===== src/rtl/fe_frame_parser_if.sv =====
// fe_frame_parser_if: byte-stream input and decoded frame outputs of the UART front-end parser.
interface fe_frame_parser_if #(
  parameter int CNT_W = 16
);
  logic             rok;
  logic [7:0]       mosi;
  logic             fifo_done;
  logic [7:0]       cmd;
  logic [CNT_W-1:0] rx_cnt;
  logic             hdr_valid;
  logic             pay_vld;
  logic [7:0]       pay_data;
  logic [CNT_W-1:0] remain;
  logic             busy;
  logic             frame_done;
  logic             err_chk;
  logic             err_tmo;
  modport master (
    output rok, mosi, fifo_done,
    input  cmd, rx_cnt, hdr_valid, pay_vld, pay_data, remain, busy, frame_done, err_chk, err_tmo
  );
  modport slave (
    input  rok, mosi, fifo_done,
    output cmd, rx_cnt, hdr_valid, pay_vld, pay_data, remain, busy, frame_done, err_chk, err_tmo
  );
endinterface


===== src/rtl/fe_frame_parser.sv =====
// fe_frame_parser: decodes command/length/checksum header from UART bytes and forwards the payload.
module fe_frame_parser #(
  parameter int CNT_BYTES = 2,
  parameter bit CHK_EN    = 1'b1,
  parameter int TMO_CYC   = 100000,
  parameter int TMO_W     = 17
) (
  input logic              clk,
  input logic              rst,
  fe_frame_parser_if.slave bus
);
  localparam int CNT_W = 8 * CNT_BYTES;
  typedef enum logic [1:0] {IDLE, LEN, CHK, PAY} state_t;
  state_t           state;
  logic [1:0]       idx;
  logic [7:0]       xsum;
  logic [TMO_W-1:0] tmo;
  logic [CNT_W-1:0] cnt_nx;
  logic [CNT_W-1:0] acc_len;
  logic             accept;
  logic             tmo_hit;
  assign cnt_nx  = CNT_W'({bus.rx_cnt, bus.mosi});
  // Without a checksum byte the header completes on the last length byte, before rx_cnt is updated.
  assign accept  = bus.rok && ((state == LEN && idx == 2'(CNT_BYTES - 1) && !CHK_EN) ||
                               (state == CHK && bus.mosi == xsum));
  assign acc_len = state == CHK ? bus.rx_cnt : cnt_nx;
  assign tmo_hit = TMO_CYC != 0 && state != IDLE && tmo == TMO_W'(TMO_CYC - 1);
  always_ff @(posedge clk or posedge rst)
    if (rst) begin
      state          <= IDLE;
      idx            <= '0;
      xsum           <= '0;
      tmo            <= '0;
      bus.cmd        <= '0;
      bus.rx_cnt     <= '0;
      bus.remain     <= '0;
      bus.pay_data   <= '0;
      bus.hdr_valid  <= 1'b0;
      bus.pay_vld    <= 1'b0;
      bus.busy       <= 1'b0;
      bus.frame_done <= 1'b0;
      bus.err_chk    <= 1'b0;
      bus.err_tmo    <= 1'b0;
    end else begin
      bus.hdr_valid  <= 1'b0;
      bus.pay_vld    <= 1'b0;
      bus.frame_done <= 1'b0;
      bus.err_chk    <= 1'b0;
      bus.err_tmo    <= 1'b0;
      tmo <= (bus.rok || state == IDLE || TMO_CYC == 0) ? '0 : tmo + TMO_W'(1);
      if (bus.fifo_done) begin
        state      <= IDLE;
        idx        <= '0;
        bus.busy   <= 1'b0;
        bus.remain <= '0;
      end else if (bus.rok) begin
        case (state)
          IDLE: begin
            bus.cmd    <= bus.mosi;
            bus.rx_cnt <= '0;
            idx        <= '0;
            xsum       <= bus.mosi;
            state      <= LEN;
          end
          LEN: begin
            bus.rx_cnt <= cnt_nx;
            xsum       <= xsum ^ bus.mosi;
            idx        <= idx + 2'd1;
            if (idx == 2'(CNT_BYTES - 1)) state <= CHK_EN ? CHK : IDLE;
          end
          CHK:
            if (bus.mosi != xsum) begin
              bus.err_chk <= 1'b1;
              bus.cmd     <= '0;
              bus.rx_cnt  <= '0;
              state       <= IDLE;
            end
          PAY: begin
            bus.pay_vld  <= 1'b1;
            bus.pay_data <= bus.mosi;
            bus.remain   <= bus.remain - CNT_W'(1);
            if (bus.remain == CNT_W'(1)) begin
              bus.frame_done <= 1'b1;
              bus.busy       <= 1'b0;
              state          <= IDLE;
            end
          end
          default: state <= IDLE;
        endcase
        if (accept) begin
          bus.hdr_valid  <= 1'b1;
          bus.remain     <= acc_len;
          bus.busy       <= acc_len != '0;
          bus.frame_done <= acc_len == '0;
          state          <= acc_len != '0 ? PAY : IDLE;
        end
      end else if (tmo_hit) begin
        bus.err_tmo <= 1'b1;
        bus.busy    <= 1'b0;
        bus.remain  <= '0;
        state       <= IDLE;
      end
    end
endmodule


===== src/flat_wrapper.sv =====
// flat-port wrapper written by rule: the top's interface ports become plain ports
module fe_frame_parser_flat 
#(
  parameter int CNT_BYTES = 2,
  parameter bit CHK_EN    = 1'b1,
  parameter int TMO_CYC   = 100000,
  parameter int TMO_W     = 17
)
  (clk, rst, bus_rok, bus_mosi, bus_fifo_done, bus_cmd, bus_rx_cnt, bus_hdr_valid, bus_pay_vld, bus_pay_data, bus_remain, bus_busy, bus_frame_done, bus_err_chk, bus_err_tmo);
  fe_frame_parser_if #(.CNT_W(16)) bus_i ();
  input logic clk;
  input logic rst;
  input wire logic [$bits(bus_i.rok)-1:0] bus_rok;
  input wire logic [$bits(bus_i.mosi)-1:0] bus_mosi;
  input wire logic [$bits(bus_i.fifo_done)-1:0] bus_fifo_done;
  output wire logic [$bits(bus_i.cmd)-1:0] bus_cmd;
  output wire logic [$bits(bus_i.rx_cnt)-1:0] bus_rx_cnt;
  output wire logic [$bits(bus_i.hdr_valid)-1:0] bus_hdr_valid;
  output wire logic [$bits(bus_i.pay_vld)-1:0] bus_pay_vld;
  output wire logic [$bits(bus_i.pay_data)-1:0] bus_pay_data;
  output wire logic [$bits(bus_i.remain)-1:0] bus_remain;
  output wire logic [$bits(bus_i.busy)-1:0] bus_busy;
  output wire logic [$bits(bus_i.frame_done)-1:0] bus_frame_done;
  output wire logic [$bits(bus_i.err_chk)-1:0] bus_err_chk;
  output wire logic [$bits(bus_i.err_tmo)-1:0] bus_err_tmo;
  assign bus_i.rok = bus_rok;
  assign bus_i.mosi = bus_mosi;
  assign bus_i.fifo_done = bus_fifo_done;
  assign bus_cmd = bus_i.cmd;
  assign bus_rx_cnt = bus_i.rx_cnt;
  assign bus_hdr_valid = bus_i.hdr_valid;
  assign bus_pay_vld = bus_i.pay_vld;
  assign bus_pay_data = bus_i.pay_data;
  assign bus_remain = bus_i.remain;
  assign bus_busy = bus_i.busy;
  assign bus_frame_done = bus_i.frame_done;
  assign bus_err_chk = bus_i.err_chk;
  assign bus_err_tmo = bus_i.err_tmo;
  fe_frame_parser #(.CNT_BYTES(CNT_BYTES), .CHK_EN(CHK_EN), .TMO_CYC(TMO_CYC), .TMO_W(TMO_W)) u_core (.clk(clk), .rst(rst), .bus(bus_i));
endmodule

===== config.mk =====
export PLATFORM = sky130hd
export DESIGN_NAME = fe_frame_parser_flat
export DESIGN_NICKNAME = d
export VERILOG_FILES = /design/src/rtl/fe_frame_parser_if.sv /design/src/rtl/fe_frame_parser.sv /design/src/flat_wrapper.sv
export SDC_FILE = /design/constraint.sdc
export NUM_CORES = 1
export LEC_CHECK = 0
export BUFFER_PORTS_ARGS = -buffer_cell sky130_fd_sc_hd__buf_2
export CELL_PAD_IN_SITES_DETAIL_PLACEMENT = 0
export CELL_PAD_IN_SITES_GLOBAL_PLACEMENT = 2
export CORE_ASPECT_RATIO = 1.4
export CORE_UTILIZATION = 38
export DETAILED_ROUTE_END_ITERATION = 12
export GPL_TIMING_DRIVEN = 0
export PLACE_DENSITY = 0.82
export SETUP_SLACK_MARGIN = 0.05
export SYNTH_ARGS = -nofsm -noshare
export SYNTH_HDL_FRONTEND = slang
export SYNTH_SLANG_ARGS = --single-unit
export TNS_END_PERCENT = 50

===== constraint.sdc =====
create_clock -name clk -period 7.6 [get_ports clk]
set_input_delay 1.14 -clock clk [delete_from_list [all_inputs] [get_ports clk]]
set_output_delay 1.14 -clock clk [all_outputs]
set_load 0.02 [all_outputs]

* Word level (Yosys, flattened, before mapping)
Cells that the tools add are included.
W data, S select, Z words.
** Cells by class
- $add $sub $neg :: 3
- Multipliers :: 0
- Div/mod/pow operators :: 0
- Order comparisons :: 0
- Equality and inequality tests :: 14
- Shift-type cells :: 0
- Muxes and demuxes :: 48
- Bitwise logic cells :: 2
- Reduce and logical (&&, ||, !) cells :: 22
** Operators by type and width (number)
- $mux W16 :: 7
- $pmux W16 S3 :: 1
- $pmux W8 S2 :: 2
- $mux W1 :: 24
- $mux W2 :: 10
- $add A17 B1 Y17 const B :: 1
- $eq A17 B17 Y1 const B :: 1
- $mux W17 :: 1
- $eq A16 B1 Y1 const B :: 1
- $logic_not A16 Y1 :: 1
- $reduce_bool A16 Y1 :: 1
- $sub A16 B1 Y16 const B :: 1
- $reduce_and A4 Y1 :: 3
- $ne A5 B4 Y1 const B :: 2
- $reduce_and A3 Y1 :: 3
- $reduce_bool A3 Y1 :: 3
- $eq A8 B8 Y1 :: 1
- $mux W8 :: 1
- $ne A4 B1 Y1 const B :: 2
- $ne A8 B8 Y1 :: 1
- $pmux W2 S4 :: 1
- $reduce_bool A2 Y1 :: 4
- $xor A8 B8 Y8 :: 1
- $ne A5 B3 Y1 const B :: 1
- other kinds (10) :: 15
** Word-level totals
- Flip-flop bits (word level) :: 83
- Bits in latches :: 0
- RAM bits :: 0
- Memory bits (read-only) :: 0
- Input bits :: 12
- Output and inout port bits :: 54
- Logic and storage cells :: 103
- Memories :: 0

* Longest topological paths before layout
Gate-level depths: netlist of the first run.
- Depth after elaboration :: 7
- Depth in mapped cells :: 8
- Gate-level depth less buffers :: 8

* Least setup slack after synthesis of the first run
Ideal clock, no wire load.
- Kind :: input-to-reg
- From :: input port bus_mosi[7]
- To :: register u_core.bus.remain[2]
- Library setup time :: 0.121 ns
- Arrival time :: 2.795 ns
- Required time :: 7.479 ns
- Path slack :: 4.684 ns
- Stages on the path :: 8
- Buffers on the path :: 2
- Cells stage by stage :: clkbuf_1 > xor2_1 > nor4_4 > nand4_4 > a32oi_4 > buf_6 > o31ai_1 > a22o_1
** On the way
- Cells in the longest elaborated chain, start to end :: 6
- Elaborated cells between the ends (all ways) :: 8
- Classes of those cells :: eq/ne: 2; mux: 3; reduce/logical: 3
** Ends and longest elaborated chain
- from (decl) :: line flat_wrapper.sv:14 : input wire logic [$bits(bus_i.mosi)-1:0] bus_mosi;
- $eq A8 B8 Y1 (*) :: line fe_frame_parser.sv:25 : (state == CHK && bus.mosi == xsum));
- $logic_and A1 B1 Y1 (*) :: line fe_frame_parser.sv:25
- $logic_and A1 B1 Y1 (*) :: line fe_frame_parser.sv:24 : assign accept = bus.rok && ((state == LEN && idx == 2'(CNT_BYTES - 1) && !CHK_EN) ||
- $mux W16 :: line fe_frame_parser.sv:90 : if (accept) begin
- $mux W16 :: line fe_frame_parser.sv:56 : end else if (bus.rok) begin
- $mux W16 :: line fe_frame_parser.sv:51 : if (bus.fifo_done) begin
- to (signal assigned) :: line fe_frame_parser.sv:81 : bus.remain <= bus.remain - CNT_W'(1);
- to (signal assigned) :: line fe_frame_parser.sv:92 : bus.remain <= acc_len;
- to (decl) :: line fe_frame_parser_if.sv:24 : output cmd, rx_cnt, hdr_valid, pay_vld, pay_data, remain, busy, frame_done, err_chk, err_tmo
Mark *: on every way between the ends. The rest lies on a longest branch, timed or not.
A chain may end at the register's enable or synchronous reset.

* Worst setup path after layout of the first run
- From :: input port bus_mosi[7]
- To :: register u_core.bus.remain[4]
The elaborated chain is that of the path after synthesis.

==> out/results.tsv, run 1 <==
stage	metric	value	unit
global_routing	grt_pass1_wl	19.5	mm
outcome	outcome	finished, final reports clean	
worst_setup_path	endpoint	u_core.bus.remain[4]	
clock_network	tritoncts	yes	
clock_network	cts_inserted_buffers	9	
floorplanning	coreArea	0.0110	mm^2
sta	finClkSkew	8.86	ps
global_routing	grt_pass1_vias	3592	
detailed_routing	wl	12.0	mm
synthesis	ys.flop_type	dfrtp_1	
final_layout	final_common_cell	dfrtp_1	
sta	rsz0062_at_grt	false	
detailed_routing	antenna_left	0	
worst_setup_path	crit_fanout	10	
synthesis	syn_area_per_cell	9.37	um^2
clock_network	cts.sinks	83	
detailed_routing	wl_per_cell	17.7	um
worst_setup_path	critical_path_class	input pin to flop	
worst_setup_path	crit_path_start_kind	input pin	
floorplanning	start_util	39.4	%
synthesis	postSynthCellCount	462	
worst_hold_path	hold_depth	1	
sta	fin_crit_sh	40.7	%
sta	clock.fmax	323	MHz
synthesis	synth_nets	478	
clock_network	cts.reportedPaths.clkPinSlew	60	ps
place	gp_congestion	0.790	
clock_network	cts_htree_levels	3	
sta	hold_viol	0	
global_routing	grt_max_degree	55	
floorplanning	fp-row-count	45	
final_layout	final_util	46.7	%
pwr	worst_ir_drop_vdd	122	uV
sta	worst_pin_slew	989	ps
global_routing	globalRoute.totalOverflow	0	
synthesis	seq_area_frac_synth	48.0	%
worst_setup_path	setup.worst_path.start	bus_mosi[7]	
detailed_routing	dr.pass1.iters	4	
floorplanning	dieArea	0.0118	mm^2
global_routing	antenna_found_initial	0	
job	drv_cap	0	
worst_setup_path	ff2ff_setup_slack	5140	ps
final_layout	drive_gt1_share	18.8	%
floorplanning	die_h	128	um
clock_network	cts_max_path_buffers	2	
pwr	cellLeakagePower	2.34	nW
worst_hold_path	min_path_type	flop to flop	
synthesis	synth.distinct_cells	51	
synthesis	netlist_area	0.00433	mm^2
final_layout	fin_nets	548	
sta	setup_viol	0	
synthesis	yosysWarnings	0	
worst_setup_path	critPathCaptureType	flop	
detailed_routing	route.vias.total	3763	
sta	slew_viol_final	0	
synthesis	synth-async-reset-ratio	100	%
worst_setup_path	worst_ep_arrival_time	3320	ps
synthesis	ys_ff_latch	83	
clock_network	cts_setup_buffers	0	
detailed_routing	drc_errors	0	
synthesis	synth_edf_count	0	
final_layout	n_antenna_cell	0	
detailed_routing	drtIter0Drc	190	
floorplanning	die_w	92.2	um
clock_network	holdBufCountCts	0	
worst_setup_path	reg2reg_depth	8	
worst_setup_path	cp.required	7830	ps
clock_network	cts-resized-gates	0	
floorplanning	pin_count	66	
final_layout	final_cell_mix	83 x dfrtp_1, 65 x buf_2, 61 x nand2_1, 47 x o21ai_0, 37 x nor2_1	
clock_network	root_buffer	clkbuf_16	
global_routing	grt_util_all_layers	21.6	%
final_layout	area_growth	18.5	%
sta	fin_crit	3090	ps
worst_setup_path	r2r-end	u_core.bus.remain[6]	
sta	slew_headroom	33.5	%
pwr	pwr_density_cell	332	mW/mm^2
place	port_buffers	58	
detailed_routing	vias_per_cell	5.55	
worst_setup_path	timing.rr.start	u_core.tmo[0]	
place	dp_hpwl	8.71	mm
sta	finalSetupTns	0	ps
clock_network	clock_latency	340	ps
==> worst max-delay path: stages <==
cell and delay (ps):
clkbuf_1 370, xor2_1 210, nor4_4 350, nand4_1 260, buf_2 270, a211oi_1 360
a21oi_1 90, a22o_1 260
==> per-stage QoR <==
| stage | std cells | power, mW | area, um^2 | hold slack, ps | setup slack (ps) |
|---|---|---|---|---|---|
| after detailed placement | 662 | 1.26 | 4820 | 454 | 4100 |
| after CTS | 678 | 1.72 | 5130 | 462 | 4460 |
| after global routing | 678 | 1.81 | 5130 | 490 | 4310 |
| after floorplan | 462 | 1.07 | 4330 | 433 | 4320 |
| final | 678 | 1.70 | 5130 | 457 | 4510 |
| after global placement | 661 | 1.25 | 4790 | 447 | 3200 |
==> logic make-up (layout without fill, tap and decap cells) <==
family,count (synthesis),in the layout,synth area share (%)
buffers and inverters,36,111,3.50
xor gates and xnor gates,20,20,4.22
and+or+nand+nor,183,183,21.1
AOI/OAI and AO/OA,114,114,16.7
muxes,22,22,5.35
adders and majority gates,4,4,1.16
DFF,83,83,48.0
==> synthesized netlist by cell type, drive strengths merged, types with 5 or more instances <==
cell type	number	area [um^2]
nor2b	5	31.3
mux2	9	101
xnor2	6	52.6
nand4	5	46.3
dfrtp	83	2080
mux2i	13	130
nor2	38	145
nor4	12	96.3
nand2	61	229
a22o	22	193
clkbuf	19	71.3
a21oi	22	110
o21ai	53	265
inv	7	26.3
buf	10	53.8
and3	7	43.8
nand3	21	105
nor3	14	70.1
xor2	14	130
==> layer usage <==
layer	GRT usage [%]	share of wire, %
met3	3.44	3.7
met5	0	0
met4	9.38	2.6
met2	37.2	53
met1	26.7	41
==> flip-flops by register name, summed over array words and instances, names as in the netlist <==
name	flops
u_core.xsum	8
u_core.idx	2
u_core.bus.cmd	8
u_core.bus.busy	1
u_core.bus.remain	16
u_core.tmo	17
u_core.bus.hdr_valid	1
u_core.state	2
u_core.bus.rx_cnt	16
u_core.bus.pay_vld	1
u_core.bus.pay_data	8
u_core.bus.err_tmo	1
u_core.bus.err_chk	1
u_core.bus.frame_done	1
==> report_power, final <==
group          internal, mW  total [mW]  switching (mW)
Sequential            0.536       0.628          0.0919
Clock                 0.265       0.446           0.182
Combinational         0.239       0.627           0.388
==> final cells by class <==
cell class                      instances  area, um^2
Buffer                                 29         125
Clock buffer                           11         243
Clock inverter                          5        62.6
Fill cell                            1120        5850
Inverter                                7        28.8
Multi-Input combinational cell        343        2100
Sequential cell                        83        2080
Tap cell                              141         176
Timing Repair Buffer                   59         318
==> worst min-delay path by stage <==
stage	from	endpoint	slack, ps
final	u_core.tmo[0]	u_core.tmo[0]	460
after global routing	u_core.tmo[0]	u_core.tmo[0]	490
after CTS	u_core.tmo[0]	u_core.tmo[0]	460
after detailed placement	u_core.tmo[0]	u_core.tmo[0]	450
after global placement	u_core.tmo[0]	u_core.tmo[0]	450
after floorplan	u_core.tmo[0]	u_core.tmo[0]	430
Power figures use the tool's default switching activity.
==> inputs of run 2 (changes only) <==
--- a/config.mk
+++ b/config.mk
@@ -9,10 +9,10 @@
 export CELL_PAD_IN_SITES_DETAIL_PLACEMENT = 0
 export CELL_PAD_IN_SITES_GLOBAL_PLACEMENT = 2
 export CORE_ASPECT_RATIO = 1.4
-export CORE_UTILIZATION = 38
+export CORE_UTILIZATION = 35
 export DETAILED_ROUTE_END_ITERATION = 12
 export GPL_TIMING_DRIVEN = 0
-export PLACE_DENSITY = 0.82
+export PLACE_DENSITY = 0.76
 export SETUP_SLACK_MARGIN = 0.05
 export SYNTH_ARGS = -nofsm -noshare
 export SYNTH_HDL_FRONTEND = slang
==> constraint.sdc (replaced) <==
create_clock -name clk -period 3.1 [get_ports clk]
set_input_delay 0.465 -clock clk [delete_from_list [all_inputs] [get_ports clk]]
set_output_delay 0.465 -clock clk [all_outputs]
set_load 0.02 [all_outputs]
==> out/results.tsv, run 2 (synthesized netlist as in run 1, its figures left out) <==
stage	metric	value	unit	change
worst_setup_path	worst_ep_arrival_time	2670	ps	-650 ps
clock_network	cts_inserted_buffers	9		unchanged
final_layout	largest_reg_flops	17		unchanged
sta	slew_viol_final	0		unchanged
final_layout	area_growth	19.5	%	
worst_setup_path	crit_fanout	10		unchanged
sta	worst_slack	658	ps	-3850 ps
worst_setup_path	ff2ff_setup_slack	660	ps	-4480 ps
floorplanning	dieArea	0.0128	mm^2	+8.4%
sta	worst_pin_slew	984	ps	-5.70 ps
worst_setup_path	cp.required	3320	ps	-4510 ps
clock_network	clock_latency	340	ps	about the same
detailed_routing	drtIter0Drc	143		-25%
final_layout	n_antenna_cell	0		unchanged
floorplanning	die_h	134	um	+4.1%
pwr	p_total	4.32	mW	+150%
place	pre_cts_slack	272	ps	-3830 ps
sta	fin_crit_sh	78.8	%	
clock_network	cts_setup_buffers	0		unchanged
clock_network	cts.sinks	83		unchanged
clock_network	cts_htree_levels	3		unchanged
worst_setup_path	slowest_delay	570	ps	+200 ps
worst_setup_path	reg2reg_depth	8		unchanged
final_layout	fin_nets	548		unchanged
global_routing	antenna_found_initial	0		unchanged
clock_network	cts_max_path_buffers	2		unchanged
detailed_routing	drc_errors	0		unchanged
pwr	cellLeakagePower	2.36	nW	+0.69%
pwr	power.internal	2.69	mW	+160%
sta	finClkSkew	10.3	ps	+1.46 ps
clock_network	holdBufCountCts	0		unchanged
worst_setup_path	critical_path_buf_inv_count	1		-1
global_routing	grt_pass1_wl	19.8	mm	+1.9%
worst_setup_path	crit_chain	ha_1, and4_1, nand2_1, or4_4, a32oi_4, buf_6, o21ai_0, a22o_1		
worst_setup_path	cpMaxStageDelayCell	or4_4		
sta	finalSetupTns	0	ps	unchanged
pwr	clkPwrFrac	28.6	%	+2.4 points
global_routing	grt_pass1_vias	3582		-0.28%
final_layout	final_common_cell	dfrtp_1		
final_layout	final_cell_mix	83 x dfrtp_1, 65 x buf_2, 61 x nand2_1, 47 x o21ai_0, 37 x nor2_1		
detailed_routing	antenna_left	0		unchanged
final_layout	largest-register	u_core.tmo		
sta	hold_viol	0		unchanged
worst_setup_path	critical_path_class	flop to flop		
worst_setup_path	crit_path_start_kind	flop		
place	dp_hpwl	8.83	mm	+1.4%
detailed_routing	wl_per_cell	18.0	um	+1.5%
clock_network	cts.reportedPaths.clkPinSlew	70	ps	about the same
clock_network	tritoncts	yes		
worst_setup_path	critical-path-top-delay-family	simple AND/OR/NAND/NOR gates		
pwr	power.share.combinational	35.8	%	-1.0 points
sta	rsz0062_at_grt	false		
final_layout	drive_gt1_share	18.8	%	+0.035 points
worst_hold_path	min_path_type	input pin to async pin		
sta	setup_viol	0		unchanged
sta	clock.fmax	409	MHz	
clock_network	cts-resized-gates	0		unchanged
final_layout	final_util	43.3	%	-3.4 points
job	drv_cap	0		unchanged
floorplanning	pin_count	66		unchanged
detailed_routing	wl	12.3	mm	+2.2%
final_layout	final_cell_area	0.00517	mm^2	+0.80%
global_routing	grt_max_degree	65		+18%
pwr	p_switching	1.63	mW	+150%
detailed_routing	route.vias.total	3651		-3.0%
pwr	p_seq_share	35.6	%	-1.3 points
worst_setup_path	timing.rr.start	u_core.tmo[0]		
floorplanning	start_util	36.3	%	-3.2 points
floorplanning	coreArea	0.0119	mm^2	+8.7%
sta	slew_headroom	33.9	%	+0.38 points
pwr	worst_ir_drop_vdd	303	uV	+150%
sta	fin_crit	2440	ps	
worst_setup_path	critPathCaptureType	flop		
global_routing	globalRoute.totalOverflow	0		unchanged
place	place_area	0.00483	mm^2	+0.16%
clock_network	root_buffer	clkbuf_16		
floorplanning	die_w	96.0	um	+4.1%
place	port_buffers	58		unchanged
pwr	switching_share	37.8	%	-1.1 points
detailed_routing	dr.pass1.iters	4		unchanged
pwr	pwr_density_cell	835	mW/mm^2	+150%
global_routing	grt_util_all_layers	20.6	%	-1.1 points
floorplanning	fp-row-count	47		+4.4%
worst_setup_path	r2r-end	u_core.bus.remain[9]		
final_layout	largestRegisters	u_core.tmo (17), u_core.bus.remain (16), u_core.bus.rx_cnt (16)		
place	gp_congestion	0.770		-2.6%
outcome	outcome	finished, final reports clean		
detailed_routing	vias_per_cell	5.35		-3.7%
run 2: changes by cell type in the layout (fill, tap and decap cells not counted):
cell	change
clkbuf_1	-1
clkinv_4	-2
bufinv_16	+2
clkbuf_8	-1
inv_6	+1
run 2: stage by stage:
step,hold slack [ps],cells
after floorplan,433,462
after global placement,451,667
after detailed placement,441,668
after CTS,73.6,683
after global routing,99.5,683
final,68.2,683
run 2: layer usage:
| layer | vias up | global-route usage (%) | wire [um] |
|---|---|---|---|
| met5 | - | 0 | 0 |
| met4 | 0 | 7.30 | 246 |
| met3 | 13 | 3.31 | 430 |
| met2 | 69 | 34.4 | 6270 |
| met1 | 1781 | 26.4 | 5350 |
| li1 | 1788 | - | - |
run 2: final cells by class:
class                           count  area (um^2)
Fill cell                        1195         6770
Tap cell                          147          184
Clock inverter                      6          114
Buffer                             29          125
Multi-Input combinational cell    343         2100
Clock buffer                        9          225
Timing Repair Buffer               59          318
Sequential cell                    83         2080
Inverter                            7         28.8
run 2: how the worst max path moves through the flow:
| stage | from | to | slack, ps | depth (start not counted) |
|---|---|---|---|---|
| after floorplan | rst | u_core.bus.busy | 500 | 1 |
| after global placement | rst | u_core.bus.pay_vld | -680 | 2 |
| after detailed placement | bus_mosi[7] | u_core.bus.remain[4] | 270 | 8 |
| after CTS | bus_mosi[7] | u_core.bus.remain[15] | 630 | 7 |
| after global routing | bus_mosi[7] | u_core.bus.remain[4] | 490 | 8 |
| final | u_core.tmo[0] | u_core.bus.remain[9] | 660 | 8 |
run 2: power by group through the flow:
| stage | combinational (mW) | clock (mW) | sequential (mW) |
|---|---|---|---|
| final | 1.55 | 1.24 | 1.53 |
| after global routing | 1.71 | 1.31 | 1.57 |
| after CTS | 1.56 | 1.26 | 1.54 |
| after detailed placement | 1.55 | 0 | 1.55 |
| after global placement | 1.53 | 0 | 1.55 |
| after floorplan | 0.907 | 0 | 1.71 |
